[src/rtl/csadd_mp_sequencer_pkg.sv]
// Shared types and sizing helpers for the word-serial carry-select add/sub sequencer.
package csadd_pkg;

  typedef enum logic [0:0] {
    IDLE = 1'b0,
    RUN  = 1'b1
  } state_t;

  localparam int unsigned W = 32;

  // Beat counter must be able to hold MAX_WORDS itself.
  function automatic int unsigned cnt_width(input int unsigned max_words);
    return $clog2(max_words + 1);
  endfunction

endpackage

[src/rtl/csadd_mp_sequencer_csadd.sv]
// Byte-sliced carry-select adder: each byte precomputes both carry-in cases, the chain only muxes.
module CSAdder #(
  parameter int unsigned BYTES = 4
) (
  input  logic                 cin,
  input  logic [BYTES*8-1:0]   a,
  input  logic [BYTES*8-1:0]   b,
  output logic [BYTES*8-1:0]   q,
  output logic                 cout
);

  logic [BYTES:0] c;

  assign c[0] = cin;

  for (genvar g = 0; g < BYTES; g++) begin : g_byte
    logic [8:0] s0;
    logic [8:0] s1;
    assign s0 = {1'b0, a[g*8 +: 8]} + {1'b0, b[g*8 +: 8]};
    assign s1 = s0 + 9'd1;
    assign q[g*8 +: 8] = c[g] ? s1[7:0] : s0[7:0];
    assign c[g+1]      = c[g] ? s1[8]   : s0[8];
  end

  assign cout = c[BYTES];

endmodule

[src/rtl/csadd_mp_sequencer.sv]
// Word-serial multi-precision add/subtract: LS word first, carry chained in a register, 1-cycle latency.
module csadd_mp_sequencer
  import csadd_pkg::*;
#(
  parameter int unsigned BYTES     = 4,
  parameter int unsigned MAX_WORDS = 16
) (
  input  logic                 clk,
  input  logic                 rst_n,
  input  logic                 in_valid,
  output logic                 in_ready,
  input  logic [BYTES*8-1:0]   in_a,
  input  logic [BYTES*8-1:0]   in_b,
  input  logic                 in_first,
  input  logic                 in_last,
  input  logic                 in_sub,
  output logic                 out_valid,
  input  logic                 out_ready,
  output logic [BYTES*8-1:0]   out_q,
  output logic                 out_last,
  output logic                 out_cout,
  output logic                 out_ovf,
  output logic                 err
);

  localparam int unsigned DW = BYTES * 8;
  localparam int unsigned CW = cnt_width(MAX_WORDS);

  state_t          state;
  logic            carry_q;
  logic            sub_q;
  logic [CW-1:0]   cnt;

  logic            accept;
  logic            is_first;
  logic            sub_eff;
  logic            cin;
  logic [DW-1:0]   b_eff;
  logic [DW-1:0]   q;
  logic            cout;
  logic            ovf;
  logic [CW-1:0]   cnt_nxt;
  logic            hit_max;
  logic            drive_last;
  logic            proto_err;

  assign in_ready = !out_valid || out_ready;
  assign accept   = in_valid && in_ready;

  // In IDLE every beat is a first word; in RUN an unexpected first aborts and restarts.
  always_comb begin
    is_first   = (state == IDLE) || in_first;
    sub_eff    = is_first ? in_sub : sub_q;
    cin        = is_first ? in_sub : carry_q;
    b_eff      = sub_eff ? ~in_b : in_b;
    cnt_nxt    = is_first ? CW'(1) : cnt + CW'(1);
    hit_max    = (cnt_nxt == CW'(MAX_WORDS)) && !in_last;
    drive_last = in_last || hit_max;
    proto_err  = ((state == IDLE) && !in_first) || ((state == RUN) && in_first) || hit_max;
    ovf        = (in_a[DW-1] == b_eff[DW-1]) && (q[DW-1] != in_a[DW-1]);
  end

  CSAdder #(.BYTES(BYTES)) u_csadd (
    .cin  (cin),
    .a    (in_a),
    .b    (b_eff),
    .q    (q),
    .cout (cout)
  );

  always_ff @(posedge clk or negedge rst_n) begin
    if (!rst_n) begin
      state     <= IDLE;
      carry_q   <= 1'b0;
      sub_q     <= 1'b0;
      cnt       <= '0;
      out_valid <= 1'b0;
      out_q     <= '0;
      out_last  <= 1'b0;
      out_cout  <= 1'b0;
      out_ovf   <= 1'b0;
      err       <= 1'b0;
    end else begin
      if (accept) begin
        carry_q   <= cout;
        sub_q     <= sub_eff;
        cnt       <= cnt_nxt;
        state     <= drive_last ? IDLE : RUN;
        out_valid <= 1'b1;
        out_q     <= q;
        out_last  <= drive_last;
        if (drive_last) begin
          out_cout <= cout;
          out_ovf  <= ovf;
        end
        if (proto_err) err <= 1'b1;
      end else if (out_ready) begin
        out_valid <= 1'b0;
      end
    end
  end

endmodule

[config.mk]
export PLATFORM = sky130hd
export DESIGN_NAME = csadd_mp_sequencer
export DESIGN_NICKNAME = d
export VERILOG_FILES = /design/src/rtl/csadd_mp_sequencer_pkg.sv /design/src/rtl/csadd_mp_sequencer_csadd.sv /design/src/rtl/csadd_mp_sequencer.sv
export SDC_FILE = /design/constraint.sdc
export NUM_CORES = 1
export LEC_CHECK = 0
export CORE_ASPECT_RATIO = 0.75
export CORE_UTILIZATION = 35
export CTS_BUF_LIST = sky130_fd_sc_hd__clkbuf_8
export DETAILED_ROUTE_END_ITERATION = 7
export SLEW_MARGIN = 0
export SYNTH_ARGS = -nofsm -noshare
export SYNTH_HDL_FRONTEND = slang
export SYNTH_SLANG_ARGS = --single-unit
[constraint.sdc]
create_clock -name clk -period 8.4 [get_ports clk]
set_input_delay 0.84 -clock clk [delete_from_list [all_inputs] [get_ports clk]]
set_output_delay 0.84 -clock clk [all_outputs]
set_load 0.05 [all_outputs]
After elaboration in Yosys (flattened, before gate mapping)

Cells that the tools add are included.
W data, S select, Z words.

Bits of input ports: 71
Logic and storage cells: 55
Output and inout bits: 38
Register bits: 45

Reduce and logical (&&, ||, !) cells: 16
$add $sub $neg: 9
Mux-type cells: 15
Bitwise logic cells: 2
Eq/ne operators: 3

Operator list:

| cell                  | number |
|---|---|
| $add A8 B8 Y9         | 4 |
| $add A9 B1 Y9 const B | 4 |
| $mux W32              | 1 |
| $mux W8               | 4 |
| $not A32 Y32          | 1 |
| $mux W1               | 9 |
| $add A5 B1 Y5 const B | 1 |
| $eq A5 B5 Y1 const B  | 1 |
| $logic_and A1 B1 Y1   | 5 |
| $logic_or A1 B1 Y1    | 5 |
| $mux W5               | 1 |
| $reduce_and A2 Y1     | 2 |
| $logic_not A1 Y1      | 3 |
| $reduce_bool A2 Y1    | 1 |
| $eq A1 B1 Y1          | 1 |
| $ne A1 B1 Y1          | 1 |
| $not A1 Y1            | 1 |

Depth between registers and ports, before layout

Gate-level depths: netlist of run 1.

Depth in word-level cells: 12
Mapped depth: 21
Gate-level depth less buffers: 19

Hierarchy

From an unflattened synthesis of run 1, not the netlist that was laid out.

Cell total of the unflattened synthesis: 483
Area, all modules: 4090.2 um^2

Modules (own cells, without submodules):

| module             | times used | area each (um^2) | sequential area each (um^2) | cells an instance |
|---|---|---|---|---|
| csadd_mp_sequencer | 1          | 2144.6           | 1126.1                      | 233 |
| CSAdder            | 1          | 1945.6           | 0.0                         | 250 |

Worst setup path before layout of run 1

OpenSTA, ideal clock, no wires.

Path kind: input to register
From: input in_first
To: register out_q[29]
Required time: 8313 ps
Arrival time: 5245 ps
Stages: 21
Buffers on the path: 2
Path slack: 3068 ps
Library setup time: 87 ps
Path through: inv_1 ha_1 buf_2 nor2b_1 a21oi_1 clkbuf_1 xnor2_1 ha_1 inv_1 fa_1 nor2b_1 o22ai_4 nor3_1 a31o_2 and4_1 xor2_2 nor3_1 or3b_4 xor2_2 or4_1 o211ai_1

Word-level cells in the longest chain between the ends: 9
Elaborated cells between the ends (all ways): 16
Those cells by class: add/sub: 8; mux: 7; reduce/logical: 1

Ends and longest elaborated chain:

| what                   | RTL line                       | text |
|---|---|---|
| start: declaration     | csadd_mp_sequencer.sv:14       | `input logic in_first,` |
| $logic_or A1 B1 Y1 (*) | csadd_mp_sequencer.sv:52       | `is_first = (state == IDLE) \|\| in_first;` |
| $mux W1                | csadd_mp_sequencer.sv:53       | `sub_eff = is_first ? in_sub : sub_q;` |
| $mux W32               | csadd_mp_sequencer.sv:55       | `b_eff = sub_eff ? ~in_b : in_b;` |
| $add A8 B8 Y9          | csadd_mp_sequencer_csadd.sv:19 | `assign s0 = {1'b0, a[g*8 +: 8]} + {1'b0, b[g*8 +: 8]};` |
| $add A9 B1 Y9          | csadd_mp_sequencer_csadd.sv:20 | `assign s1 = s0 + 9'd1;` |
| $mux W1 (3 in series)  | csadd_mp_sequencer_csadd.sv:22 | `assign c[g+1] = c[g] ? s1[8] : s0[8];` |
| $mux W8 (*)            | csadd_mp_sequencer_csadd.sv:21 | `assign q[g*8 +: 8] = c[g] ? s1[7:0] : s0[7:0];` |
| end signal: assignment | csadd_mp_sequencer.sv:90       | `out_q <= q;` |
| end: declaration       | csadd_mp_sequencer.sv:19       | `output logic [BYTES*8-1:0] out_q,` |

Every way passes the cells marked *; elsewhere a longest branch is shown, timed or not.
A chain may end at the register's enable or synchronous reset.

Worst setup path after layout of run 1

Ends and elaborated chain as after synthesis.

==> impl_metrics.tcl, run 1 <==
set metrics [dict create \
    start_kind "input port" \
    place_congestion 0.7920 \
    holdCritStartpoint "out_last" \
    syn_area_per_cell_um2 8.555 \
    synthesis.nets 599 \
    num-nets-final 700 \
    drt_iter0_drc 225 \
    numPortBuffers 108 \
    drive_above_1_share_pct 4.762 \
    postCtsSetupRepairBufs 0 \
    cap_violations 0 \
    multi_input_area_um2 2904 \
    io_pins 109 \
    ys_top_cells_by_area "dfrtp_1, xnor2_1, ha_1" \
    slew_violations 0 \
    area_growth_pct 32.83 \
    syn_inst 486 \
    coreArea_um2 11570 \
    holdWs_ps 480.6 \
    finalSetupViolations 0 \
    ys_async_sr_fraction_pct 100.0 \
    reg2reg_from "state" \
    drt-wirelength-per-cell_um 12.92 \
    row_count 34 \
    antennaDiodeCount 0 \
    antenna_left 0 \
    cts_buffers 5 \
    num-fill-cells 1133 \
    grt-ovfl-total 0 \
    rsz0062_at_grt "false" \
    clk_latency_ps 300 \
    ys_seq_elements 45 \
    cp_data_arrival_time_ps 6060 \
    ys_types 55 \
    finalPower_mw 1.428 \
    die_w_um 127.9 \
    critPathMaxFanout 17 \
    cts_tree "done" \
    hp-class "reg2reg" \
    routed_wl_um 9690 \
    p_per_area_nw_per_um2 258.6 \
    drtPass1Iterations 4 \
    fin_crit_ps 5838 \
    fin_crit_sh_pct 69.50 \
    skew_ps 9.919 \
    p_leak_nw 2.293 \
    dpl_cell_area_um2 5403 \
    dp_hpwl_um 7746 \
    clk_pin_slew_ps 80 \
    yosys_most_used_dff "dfrtp_1" \
    grt_pass1_wl_um 16080 \
    die_area_um2 12320 \
    vias 3666 \
    tns_ps 0 \
    register_area_um2 1126 \
    crit_start "in_first" \
    grt_pass1_vias 3422 \
    required_ps 8620 \
    htree_levels 2 \
    cts_root_buf "clkbuf_8" \
    max_freq_mhz 171.3 \
    maxSlewHeadroom_pct 30.41 \
    antenna_found_initial 0 \
    synth_top_area_cell "dfrtp_1" \
    clock_path_buffers 2 \
    numClockSinks 45 \
    worstMarginPinSlew_ps 1044 \
    die_y_um 96.39 \
    synth_edf_count 0 \
    endpoint_kind "flop" \
    initial_core_util_pct 35.93 \
    irDropWorstVdd_mv 0.1079 \
    final_area_um2 5523 \
    grt_max_degree 74 \
    yosysWarnings 0 \
    holdBufCountCts 0 \
    viasPerCell 4.888 \
    grt.total_usage_pct 16.26 \
    dp.cells 742 \
    path_class "in2reg" \
    synth_top_area_share_pct 27.08 \
    finalHoldViolations 0 \
    cts_resized 0 \
    synth-seq-area-share_pct 27.08 \
    syn_area_um2 4158 \
    drc 0 \
    status "completed" \
    stdcell_count 750 \
]
## cell usage in the layout (no fill, tap or decap), drive strengths merged, types with 4 or more instances in the layout
master and count:
o21bai 7, nor3 9, o21a 5, ha 38
mux2 4, xnor2 57, a21oi 25, or4 4
clkdlybuf4s50 107, and2 4, nand4 12, xor2 23
nor2b 10, a21o 8, a211o 4, nand3 14
fa 4, inv 21, nand2 58, nor2 30
o21ai 43, nand2b 5, a22o 4, clkbuf 6
and3 5, dfrtp 45, o211ai 4
## worst max-delay path, cell delays in order
cell	delay (ps)
clkdlybuf4s50_1	400
inv_1	60
ha_1	360
nor2b_1	160
a21oi_4	600
buf_4	420
xnor2_1	160
ha_1	180
inv_1	50
fa_1	390
nor2b_1	120
o21ai_0	90
a21boi_0	310
o21ai_0	130
a21oi_1	300
nand4_1	190
or3b_4	490
xor2_2	190
or4_1	510
o211ai_1	100
## synthesized netlist by cell type (all sizes together), types with 2 or more instances
master / instances
nand2: 58
xnor2: 57
dfrtp: 45
o21ai: 43
ha: 38
nor2: 30
a21oi: 25
xor2: 23
inv: 21
clkbuf: 14
nand3: 14
nand4: 12
nor2b: 10
nor3: 9
a21o: 8
o21bai: 7
and3: 5
nand2b: 5
o21a: 5
a211o: 4
a22o: 4
and2: 4
fa: 4
mux2: 4
o211ai: 4
or4: 4
nor3b: 3
o31ai: 3
a211oi: 2
a31oi: 2
buf: 2
o22ai: 2
## per-layer routing
| layer | share of wire (%) | vias up | global-route usage (%) |
|---|---|---|---|
| li1 | - | 1892 | - |
| met1 | 51 | 1700 | 22.60 |
| met2 | 44 | 68 | 26.72 |
| met3 | 4.1 | 6 | 3.029 |
| met4 | 0.61 | 0 | 2.843 |
| met5 | 0 | - | 0 |
## path summary, 6_finish.rpt
check	depth (start not counted)	to	slack (ps)
setup / recovery	20	out_q[29]	2560
hold / removal	2	out_last	480
setup reg to reg	18	out_q[29]	3200
hold reg to reg	2	out_last	480
max in group asynchronous	1	out_q[14]	7040
min in group asynchronous	1	out_q[27]	720
## area by class of cell
class | instances | area share (%)
inverter | 21 | 1.427
multi-input combinational | 404 | 52.58
clock buffer | 6 | 1.495
timing repair buffer | 110 | 19.76
clock inverter | 2 | 0.6797
tap | 162 | 3.670
sequential | 45 | 20.39
## power by group
| part | internal (mW) | switching, mW |
|---|---|---|
| clock network | 0.0968 | 0.0779 |
| registers | 0.288 | 0.0469 |
| logic | 0.358 | 0.560 |
## per-stage QoR
step	worst slack (ps)	util, %
6_report	2562	47.73
3_3_place_gp	2364	46.69
3_5_place_dp	2216	46.69
5_1_grt	2019	47.73
2_1_floorplan	3068	-
4_1_cts	2521	47.73
## logic make-up after synthesis
kind of cell / count (synthesis) / share of synthesized area (%)
compound gates: 114 / 17.51
simple gates: 162 / 19.11
flops: 45 / 27.08
mux: 5 / 1.324
buf+inv: 37 / 3.401
fa+ha+maj: 42 / 13.36
xor+xnor: 81 / 18.21
## registers in the layout (all words and copies together), names as in the netlist
register   cells
err            1
state          1
out_valid      1
carry_q        1
out_cout       1
out_ovf        1
out_last       1
sub_q          1
cnt            5
out_q         32
Power figures use the tool's default switching activity.
==> run 2: changes to the inputs <==
==> constraint.sdc (replaced) <==
create_clock -name clk -period 4.8 [get_ports clk]
set_input_delay 0.48 -clock clk [delete_from_list [all_inputs] [get_ports clk]]
set_output_delay 0.48 -clock clk [all_outputs]
set_load 0.05 [all_outputs]
==> run 2 against run 1 <==
  * Via count up 7.5%
  * Largest power group unchanged
  * Largest cell class unchanged
  * Critical path depth up 1
  * Clock power up 43%
==> impl_metrics.tcl, run 2 (synthesis results as in run 1) <==
set metrics [dict create \
    fin_crit_sh_pct 97.37 \
    viasPerCell 4.800 \
    numClockSinks 45 \
    cap_violations 0 \
    cts_root_buf "clkbuf_8" \
    p_leak_nw 2.677 \
    numPortBuffers 108 \
    final_util_pct 53.41 \
    die_y_um 96.39 \
    dpl_cell_area_um2 5916 \
    top_register "out_q" \
    initial_core_util_pct 35.93 \
    finalHoldViolations 0 \
    fin_crit_ps 4674 \
    p_per_area_nw_per_um2 439.3 \
    clk_pin_slew_ps 100 \
    drtPass1Iterations 4 \
    routed_wl_um 10900 \
    layout_common_cells "clkdlybuf4s50_1, buf_4, nand2_1, xnor2_1, dfrtp_1" \
    htree_levels 2 \
    cp_data_arrival_time_ps 4910 \
    vias 3941 \
    holdBufCountCts 0 \
    final_area_um2 6180 \
    maxSlewHeadroom_pct 31.50 \
    reg2reg_setup_slack_ps 390 \
    antenna_left 0 \
    timing.rr.end "out_q[29]" \
    die_w_um 127.9 \
    reg_top3 "out_q x32, cnt x5" \
    io_pins 109 \
    hp-class "in2async" \
    pre_cts_slack_ps -394.8 \
    num-fill-cells 1099 \
    required_ps 5030 \
    area_growth_pct 48.63 \
    setup_slack_ps 126.4 \
    cts_tree "done" \
    coreArea_um2 11570 \
    finalSetupViolations 0 \
    slew_violations 0 \
    antenna_found_initial 0 \
    die_area_um2 12320 \
    clk_latency_ps 310 \
    grt_pass1_vias 3854 \
    skew_ps 11.44 \
    clock_path_buffers 2 \
    num-nets-final 771 \
    largest_reg_flops 32 \
    antennaDiodeCount 0 \
    max_freq_mhz 214.0 \
    grt_pass1_wl_um 17930 \
    holdWs_ps 338.5 \
    worstMarginPinSlew_ps 1027 \
    reg2reg_from "state" \
    irDropWorstVdd_mv 0.1390 \
    drt_iter0_drc 133 \
    drive_above_1_share_pct 17.30 \
    critPathMaxFanout 7 \
    start_kind "input port" \
    tns_ps 0 \
    r2r_cells 19 \
    grt-ovfl-total 0 \
    grt_max_degree 50 \
    drc 0 \
    endpoint_kind "flop" \
    status "completed" \
    path_class "in2reg" \
    dp_hpwl_um 8587 \
    cts_buffers 5 \
    layout_commonest_cell "clkdlybuf4s50_1" \
    place_congestion 0.8328 \
    drt-wirelength-per-cell_um 13.28 \
    grt.total_usage_pct 18.03 \
    row_count 34 \
]
## run 2: cell types whose count changed in the layout (fill, tap and decap cells not counted), moves of 2 or more
cell      previous run  this run
buf_4                2        68
xnor2_2              0         3
buf_12               0         2
clkinv_4             0         2
fa_1                 4         2
fa_2                 0         2
ha_1                38        36
nor2b_1              9         7
o21ai_0             41        39
o21ai_2              0         2
xnor2_1             56        54
## run 2: worst max-delay path by stage
stage          depth (start not counted)  slack (ps)     start        end
3_3_place_gp                          21        -250  in_first  out_q[29]
5_1_grt                               21         -30  in_first  out_q[29]
6_report                              21         130  in_first  out_q[29]
2_1_floorplan                         21         130  in_first  out_q[29]
3_5_place_dp                          21        -390  in_first  out_q[29]
4_1_cts                               21          30  in_first  out_q[29]
## run 2: routing by layer
metal | global-route usage [%] | vias up | wire length, um
met5 | 0 | - | 0
met4 | 3.235 | 0 | 63
met3 | 2.258 | 5 | 371
met2 | 30.84 | 80 | 5006
met1 | 24.77 | 1813 | 5462
li1 | - | 2043 | -
## run 2: what timing repair did
| item | 4_1_cts | 5_1_grt |
|---|---|---|
| buffers inserted | 0 | 4 |
| hold endpoints to repair | 0 | 0 |
| endpoints found under the setup margin | 9 | 11 |
| gates resized for setup | 2 | 22 |
| gates cloned | 0 | 2 |
| pin swaps | 0 | 11 |
## run 2: metrics by stage
step | power [mW] | std cells
2_1_floorplan | 1.726 | 486
3_3_place_gp | 2.386 | 807
3_5_place_dp | 2.417 | 807
4_1_cts | 2.678 | 815
5_1_grt | 2.907 | 821
6_report | 2.715 | 821
## run 2: worst max-delay path, cell delays in order
cell and delay (ps):
clkdlybuf4s50_1 460, inv_1 70, ha_4 180, buf_6 130, a21oi_4 230, buf_12 160
xnor2_2 110, ha_2 200, inv_1 50, fa_2 330, nor2b_1 120, o21a_1 190
o21a_1 150, o21ai_2 80, a2111oi_4 400, nand4_1 170, o21ai_1 150, or3b_4 450
xor2_4 190, or4_1 510, o211ai_1 100
## run 2: cell type report
class                   instances  area, um^2  share of cell area [%]
clock buffers                   5       68.82                   1.114
flip-flops and latches         45        1126                   18.22
repair buffers                180        1663                   26.91
well taps                     162       202.7                   3.280
multi-input cells             405        3018                   48.84
clock inverters                 3       22.52                  0.3644
inverters                      21       78.83                   1.276
## run 2: power by group
group / leakage (nW) / internal [mW] / total (mW) / switching (mW)
clock network: 0.0481 / 0.104 / 0.250 / 0.147
logic: 2.08 / 0.822 / 1.88 / 1.05
registers: 0.550 / 0.503 / 0.589 / 0.0855
==> run 3: changes to the inputs <==
--- a/config.mk
+++ b/config.mk
@@ -9,6 +9,7 @@
 export CORE_UTILIZATION = 35
 export CTS_BUF_LIST = sky130_fd_sc_hd__clkbuf_8
 export DETAILED_ROUTE_END_ITERATION = 7
+export PLACE_DENSITY = 0.61
 export SLEW_MARGIN = 0
 export SYNTH_ARGS = -nofsm -noshare
 export SYNTH_HDL_FRONTEND = slang
==> run 3 against run 2 <==
  * Setup slack improved by 120 ps
  * Clock skew fell by 2.4 ps
  * First-iteration DRC count fell by 20%
  * Flip-flop and latch count did not move
  * Count of clock-buffer cells in the layout did not move
  * Clock power fell by 7%
==> impl_metrics.tcl, run 3 (synthesis results as in run 1) <==
set metrics [dict create \
    critPathMaxFanout 6 \
    start_kind "input port" \
    layout_commonest_cell "clkdlybuf4s50_1" \
    drc 0 \
    cap_violations 0 \
    cp_top_family "simple AND/OR/NAND/NOR gates" \
    antenna_left 0 \
    num-nets-final 777 \
    clk_pin_slew_ps 90 \
    antenna_found_initial 0 \
    viasPerCell 4.769 \
    die_area_um2 12320 \
    p_leak_nw 2.708 \
    clk_latency_ps 300 \
    fin_crit_sh_pct 94.90 \
    skew_ps 9.052 \
    reg2reg_from "state" \
    cts_tree "done" \
    slowest_stage "or4_1" \
    worst-path-buf-inv 6 \
    reg_top3 "out_q x32, cnt x5" \
    maxSlewHeadroom_pct 30.17 \
    numPortBuffers 108 \
    endpoint_kind "flop" \
    crit_start "in_first" \
    finalHoldViolations 0 \
    dp.cells 810 \
    num-fill-cells 1102 \
    grt_pass1_wl_um 17910 \
    drt_iter0_drc 107 \
    stdcell_count 827 \
    initial_core_util_pct 35.93 \
    io_pins 109 \
    timing.rr.end "out_q[29]" \
    worstMarginPinSlew_ps 1047 \
    dp_hpwl_um 8658 \
    antennaDiodeCount 0 \
    hp-class "in2async" \
    routed_wl_um 10860 \
    r2r_cells 18 \
    place_congestion 0.8922 \
    crit_end "out_q[29]" \
    coreArea_um2 11570 \
    grt_max_degree 48 \
    register_area_um2 1126 \
    vias 3944 \
    drt-wirelength-per-cell_um 13.13 \
    path_class "in2reg" \
    grt-ovfl-total 0 \
    grt_pass1_vias 3806 \
    drtPass1Iterations 4 \
    max_freq_mhz 219.5 \
    grt.total_usage_pct 18.09 \
    setup_slack_ps 244.8 \
    cp_data_arrival_time_ps 4780 \
    finalSetupViolations 0 \
    required_ps 5030 \
    p_per_area_nw_per_um2 439.0 \
    area_growth_pct 49.95 \
    die_w_um 127.9 \
    clock_path_buffers 2 \
    die_y_um 96.39 \
    largest_reg_flops 32 \
    htree_levels 2 \
    fin_crit_ps 4555 \
    cp_num_cells 20 \
    cpPeakStageDelay_ps 510 \
    status "completed" \
    irDropWorstVdd_mv 0.1561 \
    cts_root_buf "clkbuf_8" \
    layout_common_cells "clkdlybuf4s50_1, buf_4, nand2_1, xnor2_1, dfrtp_1" \
    slew_violations 0 \
    drive_above_1_share_pct 18.95 \
    final_util_pct 53.88 \
    top_register "out_q" \
    row_count 34 \
    reg2reg_setup_slack_ps 530 \
    worstPathCellList "clkdlybuf4s50_1, inv_1, ha_4, buf_4, a21oi_4, buf_6, buf_6, buf_4, xnor2_1, ha_1, a21oi_1, and2b_1, a311o_1, a21oi_4, xor2_4, nor3_1, or3b_4, xor2_2, or4_1, o211ai_1" \
    multi_input_area_um2 3050 \
    cts_buffers 5 \
    pre_cts_slack_ps -403.0 \
    numClockSinks 45 \
]
run 3: per-stage QoR:
| step | area [um^2] | power [mW] | TNS (ps) | hold WS (ps) |
|---|---|---|---|---|
| after floorplan | 4164 | 1.726 | 0 | 184.4 |
| after global placement | 5926 | 2.391 | -2462 | 463.2 |
| after detailed placement | 5926 | 2.420 | -4073 | 469.8 |
| after CTS | 6017 | 2.668 | 0 | 399.2 |
| after global routing | 6235 | 2.934 | -59.11 | 431.8 |
| final | 6235 | 2.737 | 0 | 356.7 |
run 3: worst min path at each step:
stage	endpoint	slack [ps]	depth (start not counted)
finish	out_q[28]	360	1
global route	out_q[28]	430	1
CTS	out_q[28]	400	1
detailed placement	err	470	1
global placement	out_last	460	2
floorplan	carry_q	180	0
run 3: what timing repair did:
action	in CTS	in global routing
endpoints found under the setup margin	8	11
buffers inserted	0	9
resized for setup	2	35
hold buffers	0	0
pin swaps	0	23
run 3: cell type report:
| cell class | count | area share, % |
|---|---|---|
| Multi-Input combinational cell | 404 | 48.93 |
| Timing Repair Buffer | 187 | 27.15 |
| Sequential cell | 45 | 18.06 |
| Tap cell | 162 | 3.251 |
| Inverter | 21 | 1.264 |
| Clock buffer | 5 | 1.104 |
| Clock inverter | 3 | 0.2408 |
run 3: layer usage:
layer / part of all wire (%) / GRT usage [%] / vias up
met3: 3.3 / 2.258 / 5
met4: 0.52 / 3.235 / 0
met5: 0 / 0 / -
met1: 50 / 24.91 / 1826
met2: 46 / 30.89 / 65
li1: - / - / 2048
run 3: worst register-to-register path, delay by kind of cell, from the launching register on:
family                     cells  cell delay (ps)
and+or+nand+nor                4             1220
AOI/OAI and AO/OA              5             1020
buffers and inverters          4              570
adders and majority gates      2              490
xor gates and xnor gates       3              490
DFF                            1              420
run 3: report_power, final:
| group | switching, mW | total [mW] | internal, mW |
|---|---|---|---|
| clock network | 0.134 | 0.233 | 0.0991 |
| registers | 0.0855 | 0.589 | 0.504 |
| logic | 1.07 | 1.91 | 0.844 |
